`src/rtl/riscv_axi_pkg.sv`:
```
// Shared types and helpers for the core-to-DRAM AXI window bridge.
// Window arithmetic is done on full 32-bit masks so the split point can be a parameter.
package riscv_axi_pkg;

    localparam logic [1:0] RESP_OKAY   = 2'b00;
    localparam logic [1:0] RESP_DECERR = 2'b11;

    localparam logic [1:0] BURST_FIXED = 2'b00;
    localparam logic [1:0] BURST_INCR  = 2'b01;
    localparam logic [1:0] BURST_WRAP  = 2'b10;

    typedef enum logic [2:0] {
        W_IDLE,
        W_ADDR,
        W_DATA,
        W_RESP,
        W_ERR,
        W_ERESP
    } wr_state_e;

    typedef enum logic [1:0] {
        R_IDLE,
        R_ADDR,
        R_DATA,
        R_ERR
    } rd_state_e;

    function automatic logic [31:0] win_mask(input int bits);
        return ~((32'd1 << bits) - 32'd1);
    endfunction

    function automatic logic win_hit(input logic [31:0] addr, input logic [31:0] base,
                                     input int bits);
        return (addr & win_mask(bits)) == (base & win_mask(bits));
    endfunction

    function automatic logic [31:0] win_remap(input logic [31:0] addr, input logic [31:0] base,
                                              input int bits);
        return (base & win_mask(bits)) | (addr & ~win_mask(bits));
    endfunction

endpackage

```
`src/rtl/riscv_axi_err_rd_gen.sv`:
```
// DECERR read-beat generator: emits len+1 error beats for a rejected read burst.
module riscv_axi_err_rd_gen
    import riscv_axi_pkg::*;
(
    input  logic       clk,
    input  logic       rst_n,
    input  logic       load_i,
    input  logic [7:0] len_i,
    input  logic       active_i,
    input  logic       rready_i,
    output logic       rvalid_o,
    output logic       rlast_o,
    output logic       done_o
);

    logic [7:0] cnt_q, cnt_d;

    always_comb begin
        cnt_d = cnt_q;
        if (load_i) begin
            cnt_d = len_i;
        end else if (active_i && rready_i && (cnt_q != 8'd0)) begin
            cnt_d = cnt_q - 8'd1;
        end
    end

    always_ff @(posedge clk or negedge rst_n) begin
        if (!rst_n) begin
            cnt_q <= 8'd0;
        end else begin
            cnt_q <= cnt_d;
        end
    end

    assign rvalid_o = active_i;
    assign rlast_o  = active_i && (cnt_q == 8'd0);
    assign done_o   = active_i && rready_i && (cnt_q == 8'd0);

endmodule

```
`src/rtl/riscv_axi_dram_window.sv`:
```
// Remaps core AXI bursts in the core memory window onto the DRAM window; misses get DECERR locally.
// Write: W_IDLE accept | W_ADDR issue AW | W_DATA pass W | W_RESP pass B | W_ERR sink W | W_ERESP DECERR B
`ifndef RISCV_DRAM_BASE
`define RISCV_DRAM_BASE 32'h3E00_0000
`endif
`ifndef RISCV_DRAM_BITS
`define RISCV_DRAM_BITS 24
`endif

module riscv_axi_dram_window
    import riscv_axi_pkg::*;
#(
    parameter logic [31:0] C_CORE_BASE  = 32'h8000_0000,
    parameter logic [31:0] C_DRAM_BASE  = `RISCV_DRAM_BASE,
    parameter int          C_DRAM_BITS  = `RISCV_DRAM_BITS,
    parameter int          C_ID_WIDTH   = 6,
    parameter int          C_ADDR_WIDTH = 32,
    parameter int          C_DATA_WIDTH = 64
) (
    input  logic                      m_axi_aclk,
    input  logic                      m_axi_aresetn,

    input  logic [C_ID_WIDTH-1:0]     s_awid,
    input  logic [C_ADDR_WIDTH-1:0]   s_awaddr,
    input  logic [7:0]                s_awlen,
    input  logic [2:0]                s_awsize,
    input  logic [1:0]                s_awburst,
    input  logic                      s_awvalid,
    output logic                      s_awready,
    input  logic [C_DATA_WIDTH-1:0]   s_wdata,
    input  logic [C_DATA_WIDTH/8-1:0] s_wstrb,
    input  logic                      s_wlast,
    input  logic                      s_wvalid,
    output logic                      s_wready,
    output logic [C_ID_WIDTH-1:0]     s_bid,
    output logic [1:0]                s_bresp,
    output logic                      s_bvalid,
    input  logic                      s_bready,
    input  logic [C_ID_WIDTH-1:0]     s_arid,
    input  logic [C_ADDR_WIDTH-1:0]   s_araddr,
    input  logic [7:0]                s_arlen,
    input  logic [2:0]                s_arsize,
    input  logic [1:0]                s_arburst,
    input  logic                      s_arvalid,
    output logic                      s_arready,
    output logic [C_ID_WIDTH-1:0]     s_rid,
    output logic [C_DATA_WIDTH-1:0]   s_rdata,
    output logic [1:0]                s_rresp,
    output logic                      s_rlast,
    output logic                      s_rvalid,
    input  logic                      s_rready,

    output logic [C_ID_WIDTH-1:0]     m_awid,
    output logic [C_ADDR_WIDTH-1:0]   m_awaddr,
    output logic [7:0]                m_awlen,
    output logic [2:0]                m_awsize,
    output logic [1:0]                m_awburst,
    output logic                      m_awvalid,
    input  logic                      m_awready,
    output logic [C_DATA_WIDTH-1:0]   m_wdata,
    output logic [C_DATA_WIDTH/8-1:0] m_wstrb,
    output logic                      m_wlast,
    output logic                      m_wvalid,
    input  logic                      m_wready,
    input  logic [C_ID_WIDTH-1:0]     m_bid,
    input  logic [1:0]                m_bresp,
    input  logic                      m_bvalid,
    output logic                      m_bready,
    output logic [C_ID_WIDTH-1:0]     m_arid,
    output logic [C_ADDR_WIDTH-1:0]   m_araddr,
    output logic [7:0]                m_arlen,
    output logic [2:0]                m_arsize,
    output logic [1:0]                m_arburst,
    output logic                      m_arvalid,
    input  logic                      m_arready,
    input  logic [C_ID_WIDTH-1:0]     m_rid,
    input  logic [C_DATA_WIDTH-1:0]   m_rdata,
    input  logic [1:0]                m_rresp,
    input  logic                      m_rlast,
    input  logic                      m_rvalid,
    output logic                      m_rready,

    output logic                      dec_err
);

    wr_state_e w_state_q, w_state_d;
    rd_state_e r_state_q, r_state_d;

    // Holds the address readies low through reset and releases them on the first clock after.
    logic rdy_q;
    logic dec_err_q;

    logic [C_ID_WIDTH-1:0]   aw_id_q, ar_id_q;
    logic [C_ADDR_WIDTH-1:0] aw_addr_q, ar_addr_q;
    logic [7:0]              aw_len_q, ar_len_q;
    logic [2:0]              aw_size_q, ar_size_q;
    logic [1:0]              aw_burst_q, ar_burst_q;

    logic aw_hs, ar_hs, aw_hit, ar_hit;
    logic err_rvalid, err_rlast, err_done;

    assign aw_hs  = s_awvalid && s_awready;
    assign ar_hs  = s_arvalid && s_arready;
    assign aw_hit = win_hit(s_awaddr, C_CORE_BASE, C_DRAM_BITS);
    assign ar_hit = win_hit(s_araddr, C_CORE_BASE, C_DRAM_BITS);
    assign dec_err = dec_err_q;

    always_ff @(posedge m_axi_aclk or negedge m_axi_aresetn) begin
        if (!m_axi_aresetn) begin
            w_state_q  <= W_IDLE;
            r_state_q  <= R_IDLE;
            rdy_q      <= 1'b0;
            dec_err_q  <= 1'b0;
            aw_id_q    <= '0;
            aw_addr_q  <= '0;
            aw_len_q   <= '0;
            aw_size_q  <= '0;
            aw_burst_q <= '0;
            ar_id_q    <= '0;
            ar_addr_q  <= '0;
            ar_len_q   <= '0;
            ar_size_q  <= '0;
            ar_burst_q <= '0;
        end else begin
            w_state_q <= w_state_d;
            r_state_q <= r_state_d;
            rdy_q     <= 1'b1;
            // A write miss and a read miss in the same cycle merge into one pulse.
            dec_err_q <= (aw_hs && !aw_hit) || (ar_hs && !ar_hit);
            if (aw_hs) begin
                aw_id_q    <= s_awid;
                aw_addr_q  <= s_awaddr;
                aw_len_q   <= s_awlen;
                aw_size_q  <= s_awsize;
                aw_burst_q <= s_awburst;
            end
            if (ar_hs) begin
                ar_id_q    <= s_arid;
                ar_addr_q  <= s_araddr;
                ar_len_q   <= s_arlen;
                ar_size_q  <= s_arsize;
                ar_burst_q <= s_arburst;
            end
        end
    end

    always_comb begin
        w_state_d = w_state_q;
        s_awready = 1'b0;
        s_wready  = 1'b0;
        s_bid     = '0;
        s_bresp   = RESP_OKAY;
        s_bvalid  = 1'b0;
        m_awid    = '0;
        m_awaddr  = '0;
        m_awlen   = '0;
        m_awsize  = '0;
        m_awburst = '0;
        m_awvalid = 1'b0;
        m_wdata   = '0;
        m_wstrb   = '0;
        m_wlast   = 1'b0;
        m_wvalid  = 1'b0;
        m_bready  = 1'b0;
        case (w_state_q)
            W_IDLE: begin
                s_awready = rdy_q;
                if (aw_hs) begin
                    w_state_d = aw_hit ? W_ADDR : W_ERR;
                end
            end
            W_ADDR: begin
                m_awvalid = 1'b1;
                m_awid    = aw_id_q;
                m_awaddr  = win_remap(aw_addr_q, C_DRAM_BASE, C_DRAM_BITS);
                m_awlen   = aw_len_q;
                m_awsize  = aw_size_q;
                m_awburst = aw_burst_q;
                if (m_awready) begin
                    w_state_d = W_DATA;
                end
            end
            W_DATA: begin
                m_wvalid = s_wvalid;
                m_wdata  = s_wdata;
                m_wstrb  = s_wstrb;
                m_wlast  = s_wlast;
                s_wready = m_wready;
                if (s_wvalid && m_wready && s_wlast) begin
                    w_state_d = W_RESP;
                end
            end
            W_RESP: begin
                s_bvalid = m_bvalid;
                s_bid    = m_bid;
                s_bresp  = m_bresp;
                m_bready = s_bready;
                if (m_bvalid && s_bready) begin
                    w_state_d = W_IDLE;
                end
            end
            W_ERR: begin
                s_wready = 1'b1;
                if (s_wvalid && s_wlast) begin
                    w_state_d = W_ERESP;
                end
            end
            W_ERESP: begin
                s_bvalid = 1'b1;
                s_bresp  = RESP_DECERR;
                s_bid    = aw_id_q;
                if (s_bready) begin
                    w_state_d = W_IDLE;
                end
            end
            default: w_state_d = W_IDLE;
        endcase
    end

    riscv_axi_err_rd_gen u_err_rd_gen (
        .clk      (m_axi_aclk),
        .rst_n    (m_axi_aresetn),
        .load_i   (ar_hs && !ar_hit),
        .len_i    (s_arlen),
        .active_i (r_state_q == R_ERR),
        .rready_i (s_rready),
        .rvalid_o (err_rvalid),
        .rlast_o  (err_rlast),
        .done_o   (err_done)
    );

    always_comb begin
        r_state_d = r_state_q;
        s_arready = 1'b0;
        s_rid     = '0;
        s_rdata   = '0;
        s_rresp   = RESP_OKAY;
        s_rlast   = 1'b0;
        s_rvalid  = 1'b0;
        m_arid    = '0;
        m_araddr  = '0;
        m_arlen   = '0;
        m_arsize  = '0;
        m_arburst = '0;
        m_arvalid = 1'b0;
        m_rready  = 1'b0;
        case (r_state_q)
            R_IDLE: begin
                s_arready = rdy_q;
                if (ar_hs) begin
                    r_state_d = ar_hit ? R_ADDR : R_ERR;
                end
            end
            R_ADDR: begin
                m_arvalid = 1'b1;
                m_arid    = ar_id_q;
                m_araddr  = win_remap(ar_addr_q, C_DRAM_BASE, C_DRAM_BITS);
                m_arlen   = ar_len_q;
                m_arsize  = ar_size_q;
                m_arburst = ar_burst_q;
                if (m_arready) begin
                    r_state_d = R_DATA;
                end
            end
            R_DATA: begin
                s_rvalid = m_rvalid;
                s_rid    = m_rid;
                s_rdata  = m_rdata;
                s_rresp  = m_rresp;
                s_rlast  = m_rlast;
                m_rready = s_rready;
                if (m_rvalid && s_rready && m_rlast) begin
                    r_state_d = R_IDLE;
                end
            end
            R_ERR: begin
                s_rvalid = err_rvalid;
                s_rlast  = err_rlast;
                s_rresp  = RESP_DECERR;
                s_rid    = ar_id_q;
                if (err_done) begin
                    r_state_d = R_IDLE;
                end
            end
            default: r_state_d = R_IDLE;
        endcase
    end

endmodule

```
`config.mk`:
```
export PLATFORM = sky130hd
export DESIGN_NAME = riscv_axi_dram_window
export DESIGN_NICKNAME = d
export VERILOG_FILES = /design/src/rtl/riscv_axi_pkg.sv /design/src/rtl/riscv_axi_err_rd_gen.sv /design/src/rtl/riscv_axi_dram_window.sv
export SDC_FILE = /design/constraint.sdc
export NUM_CORES = 1
export LEC_CHECK = 0
export CAP_MARGIN = 15
export CORE_AREA = 4 4 203 205
export CTS_CLUSTER_SIZE = 20
export DETAILED_ROUTE_END_ITERATION = 12
export DIE_AREA = 0 0 207 209
export GPL_ROUTABILITY_DRIVEN = 0
export GPL_TIMING_DRIVEN = 0
export PLACE_DENSITY = 0.44
export SLEW_MARGIN = 10
export SYNTH_ARGS = -nofsm -noshare
export SYNTH_HDL_FRONTEND = slang
export SYNTH_SLANG_ARGS = --single-unit
```
`constraint.sdc`:
```
create_clock -name m_axi_aclk -period 2.53 [get_ports m_axi_aclk]
set_clock_uncertainty 0.05 [all_clocks]
set_input_delay 0.6325 -clock m_axi_aclk [delete_from_list [all_inputs] [get_ports m_axi_aclk]]
set_output_delay 0.6325 -clock m_axi_aclk [all_outputs]
set_load 0.05 [all_outputs]
```
# Yosys cells after proc, flatten, opt, wreduce, memory -nomap -nowiden
# Cells that the tools add are included.
# op_classes
add_sub_neg	1
n_eq_ne	20
muxes	45
reduce_logical	24
# ops
cell	n
2-to-1 mux 64 bit	2
2-to-1 mux 30 bit	2
2-to-1 mux 8 bit	5
2-to-1 mux 3 bit	9
one-hot mux 6 bit (2 select lines)	2
inequality test 2 bit (second input constant)	10
one-hot mux 3 bit (6 select lines)	1
== test 8 bit (second input constant)	2
logical AND 1 bit	14
2-to-1 mux 2 bit	7
2-to-1 mux 6 bit	2
logical NOT 8 bit	1
2-to-1 mux 1 bit	8
one-hot mux 1 bit (2 select lines)	4
one-hot mux 2 bit (2 select lines)	2
one-hot mux 2 bit (4 select lines)	1
nonzero test 8 bit	1
subtractor 8 x 1 -> 8 bit (second input constant)	1
== test 3 x 2 -> 1 bit (second input constant)	2
== test 3 bit (second input constant)	2
AND reduction 6 bit	1
== test 2 bit (second input constant)	2
AND reduction 4 bit	1
== test 3 x 1 -> 1 bit (second input constant)	1
6 further kinds	7
# word_totals
register_bits	101
inputBits	268
out_inout_bits	267
elab_cells	105

# Depth between registers and ports, before layout
# depth
ltp_word	5
ltp_mapped	7

# By module
# A second synthesis with hierarchy kept.
# unflattened
cells_unflattened	617
hier_area_um2	6638.9
# modules_own_cells
module	n_inst	cells_each	area_per_inst_um2
riscv_axi_dram_window	1	556	6089.6
riscv_axi_err_rd_gen	1	61	549.3

# Worst setup path before layout
# No wires, ideal clock.
# synth_timing
path_kind	register to output
from	register w_state_q[2]
to	output port m_awaddr[20]
arrival_ns	2.261
t_required_ns	1.847
slack_ns	-0.413
stages_incl_launch_ff	5
n_path_buf	2
cell_sequence	dfrtp_1 -> clkbuf_1 -> nor3b_1 -> clkbuf_1 -> and2_1
# synth_via
elab_chain_len	2
# synth_rtl
element	line	text
start: declaration	riscv_axi_dram_window.sv:86	wr_state_e w_state_q, w_state_d;
start signal: assignment	riscv_axi_dram_window.sv:125	w_state_q <= w_state_d;
== test 3 x 1 -> 1 bit	riscv_axi_dram_window.sv:165	case (w_state_q)
2-to-1 mux 30 bit	riscv_axi_dram_window.sv:165	
end: declaration	riscv_axi_dram_window.sv:54	output logic [C_ADDR_WIDTH-1:0] m_awaddr,
# Every way passes these cells.

# Final worst setup path
# layout_timing
from	register u_err_rd_gen.cnt_q[1]
to	output port s_rlast
# layout_via
elab_chain_len	3
# layout_rtl
element	line	text
start: declaration	riscv_axi_err_rd_gen.sv:16	logic [7:0] cnt_q, cnt_d;
start signal: assignment	riscv_axi_err_rd_gen.sv:31	cnt_q <= cnt_d;
logical NOT 8 bit	riscv_axi_err_rd_gen.sv:36	assign rlast_o = active_i && (cnt_q == 8'd0);
logical AND 1 bit	riscv_axi_err_rd_gen.sv:36	
one-hot mux 1 bit (2 select lines)	riscv_axi_dram_window.sv:247	case (r_state_q)
end: declaration	riscv_axi_dram_window.sv:49	output logic s_rlast,
# Every way passes these cells.

==> flow_summary.json <==
{
  "irDropWorstVdd_v": 0.000447,
  "io_buffer_count": 528,
  "finalMaxSlewViolations": 0,
  "fillers": 4056,
  "reg2reg_to": "aw_addr_q[5]",
  "power.leakage_nw": 6.09,
  "cap_violations": 0,
  "die_w_um": 207,
  "cts_root_buffer": "clkbuf_16",
  "power_density_nw_per_um2": 1170,
  "worstPathArrival_ps": 1990,
  "status": "complete, but fails checks",
  "synth_flop_cell": "dfrtp_1",
  "grt_overflow": 0,
  "finalNonFillerCells": 1732,
  "worst_pin_slew_ps": 869,
  "rows": 73,
  "synth_top_area_cell": "dfrtp_1",
  "p_sw_share_pct": 47.9,
  "setup_slack_ps": -142,
  "first_pass_iters": 4,
  "routed_via_density": 3.89,
  "hold_path.class": "in -> async",
  "pwr-share-seq_pct": 17.7,
  "drt_iter0_markers": 195,
  "wl_met1_um": 13100,
  "rsz0062_at_grt": "yes",
  "route.met2.wl_um": 19400,
  "violations": "negative setup slack",
  "cp_max_fo": 3,
  "reg2reg_depth": 5,
  "cts.sinks": 101,
  "netlist_instances": 608,
  "power.total_mw": 16.2,
  "synthToLayoutAreaGrowth_pct": 124,
  "worstSetupStartpointType": "register",
  "fp.coreArea_um2": 39500,
  "synth_top_cell_area_share_pct": 41.1,
  "netlist_area_um2": 6150,
  "setup_viol": 40,
  "routed_wl_um": 35400,
  "final-hold-violation-count": 0,
  "pin_count": 535,
  "synth-edff-count": 0,
  "num_vias": 6745,
  "finalCritPeriodShare_pct": 106,
  "cp-end-kind": "output port",
  "yosys_warnings": 0,
  "cp_data_required_time_ps": 1850,
  "layout-drive-gt1-share_pct": 48.3,
  "fmax_mhz": 374,
  "synth.area.top_cells": "dfrtp_1, and2_1, mux2_2",
  "finalCriticalPeriod_ps": 2670,
  "cts_htree_levels": 3,
  "clk_pin_slew_worst_paths_ps": 70,
  "grt_pass1_wl_um": 50600,
  "drtAntennaViolNets": 0,
  "reg2reg_slack_ps": 380,
  "cts_tree": "done",
  "p_int_mw": 8.42,
  "dp_cells": 1669,
  "cts_buffer_depth": 2,
  "hold_ws_ps": 151,
  "holdBufCountCts": 0,
  "grt_start_max_net_pins": 61,
  "place_hpwl_um": 28500,
  "clkPwrFrac_pct": 10.3,
  "grt_pass1_vias": 7107,
  "cts_buffers": 9,
  "clk_latency_ps": 360,
  "dr_wl_met3_um": 2070,
  "die_area_um2": 43300,
  "avgSynthCellArea_um2": 10.1,
  "ys_seq_area_share_pct": 41.1,
  "top_layer": "met5",
  "antenna_found_initial": 11,
  "combPwrFrac_pct": 72.1,
  "async_flop_share_pct": 100,
  "power.switching_mw": 7.75,
  "final_nets": 1462,
  "synth_seq_cells": 101,
  "routedWlPerCell_um": 20.5,
  "synth.distinct_cells": 50,
  "max_slew_margin_pct": 41.2,
  "crit_type": "reg -> out",
  "setup_tns_ps": -1270,
  "r2r-start": "w_state_q[1]",
  "remaining_drc_errors": 0,
  "die_y_um": 209,
  "grt_usage_pct": 15.6,
  "start_util_pct": 15.6
}
==> worst max-delay path by stage <==
| stage | startpoint | to | slack, ps |
|---|---|---|---|
| detailed placement | w_state_q[2] | m_wdata[26] | -1060 |
| floorplan | w_state_q[2] | m_awaddr[20] | -30 |
| CTS | u_err_rd_gen.cnt_q[1] | s_rlast | -230 |
| global placement | m_axi_aresetn | ar_addr_q[22] | -3990 |
| global route | u_err_rd_gen.cnt_q[1] | s_rlast | -290 |
| finish | u_err_rd_gen.cnt_q[1] | s_rlast | -140 |
==> cells by family (layout without fill, tap and decap cells) <==
logic type / Yosys count / after routing / share of synthesized area [%]
AND/OR/NAND/NOR: 294 / 294 / 29.5
buffers and inverters: 69 / 653 / 5.60
AO/OA/AOI/OAI: 44 / 44 / 5.74
flip-flops: 101 / 101 / 41.1
other: 2 / 17 / 0.122
multiplexers: 96 / 96 / 17.5
adder cells (fa/ha/maj): 2 / 2 / 0.407
==> worst max-delay path, cell delays in order, from the launching register on <==
cell     delay, ps
dfrtp_1        390
inv_2           80
ha_4           130
or4b_4         490
nor2_4         120
and2_1         130
o21a_1         120
buf_6          160
==> power groups by stage <==
| stage | registers [mW] | logic [mW] | clock network (mW) |
|---|---|---|---|
| finish | 2.85 | 11.7 | 1.66 |
| global route | 2.98 | 12.2 | 1.79 |
| CTS | 2.84 | 11.1 | 1.74 |
| detailed placement | 2.83 | 9.96 | 0 |
| global placement | 2.81 | 9.95 | 0 |
| floorplan | 2.72 | 6.51 | 0 |
==> repair_timing <==
action	CTS	global route
gates resized for setup	1799	191
pin swaps	77	26
buffers inserted	17	11
setup endpoints to repair	260	218
cloned	10	5
==> routing by layer <==
layer / vias up / track usage (%)
met5: - / 0
li1: 3178 / -
met1: 3288 / 16.7
met2: 241 / 29.0
met3: 36 / 4.59
met4: 2 / 5.45
==> cell usage after synthesis, drive strengths merged (7+ instances only) <==
cell and n:
nor2b 20, nand2 9, mux2i 8, inv 7
dfrtp 101, and2 227, buf 30, nor2 9
mux2 88, clkbuf 32, a22oi 8, a21oi 9
==> sequential cells by signal (all words and copies together), names as in the netlist, 3 cells and up <==
name / count
ar_size_q: 3
aw_addr_q: 24
w_state_q: 3
aw_len_q: 8
aw_size_q: 3
aw_id_q: 6
u_err_rd_gen.cnt_q: 8
ar_len_q: 8
ar_id_q: 6
ar_addr_q: 24
==> through the flow <==
| step | cell area [um^2] | util [%] | setup slack [ps] |
|---|---|---|---|
| 2_1_floorplan | 6200 | - | -25.0 |
| 3_3_place_gp | 12100 | 30.8 | -3990 |
| 3_5_place_dp | 12200 | 30.9 | -1060 |
| 4_1_cts | 13300 | 33.8 | -233 |
| 5_1_grt | 13800 | 34.9 | -285 |
| 6_report | 13800 | 34.9 | -142 |
==> placed cells by master (no fill, tap or decap), drive strengths merged, types with 3 or more instances in the layout <==
cell	instances
nor3	3
clkbuf	42
conb	7
nand2	9
o21a	5
nor3b	6
diode	10
mux2	88
clkdlybuf4s50	267
a21oi	9
mux2i	8
nor2	9
and2	227
buf	316
nor2b	20
a22oi	8
clkdlybuf4s15	15
dfrtp	101
nand3	6
inv	8
or4	3
bufinv	3
a221o	4
==> cell type report <==
class	instances	area (um^2)	share of cell area (%)
antenna	10	25.0	0.182
clock inverter	5	106	0.771
tap	525	657	4.76
buffer	59	546	3.96
inverter	7	26.3	0.191
sequential	101	2530	18.3
multi-input combinational	443	3650	26.5
timing repair buffer	571	6020	43.6
clock buffer	11	233	1.69
Power figures use the tool's default switching activity.
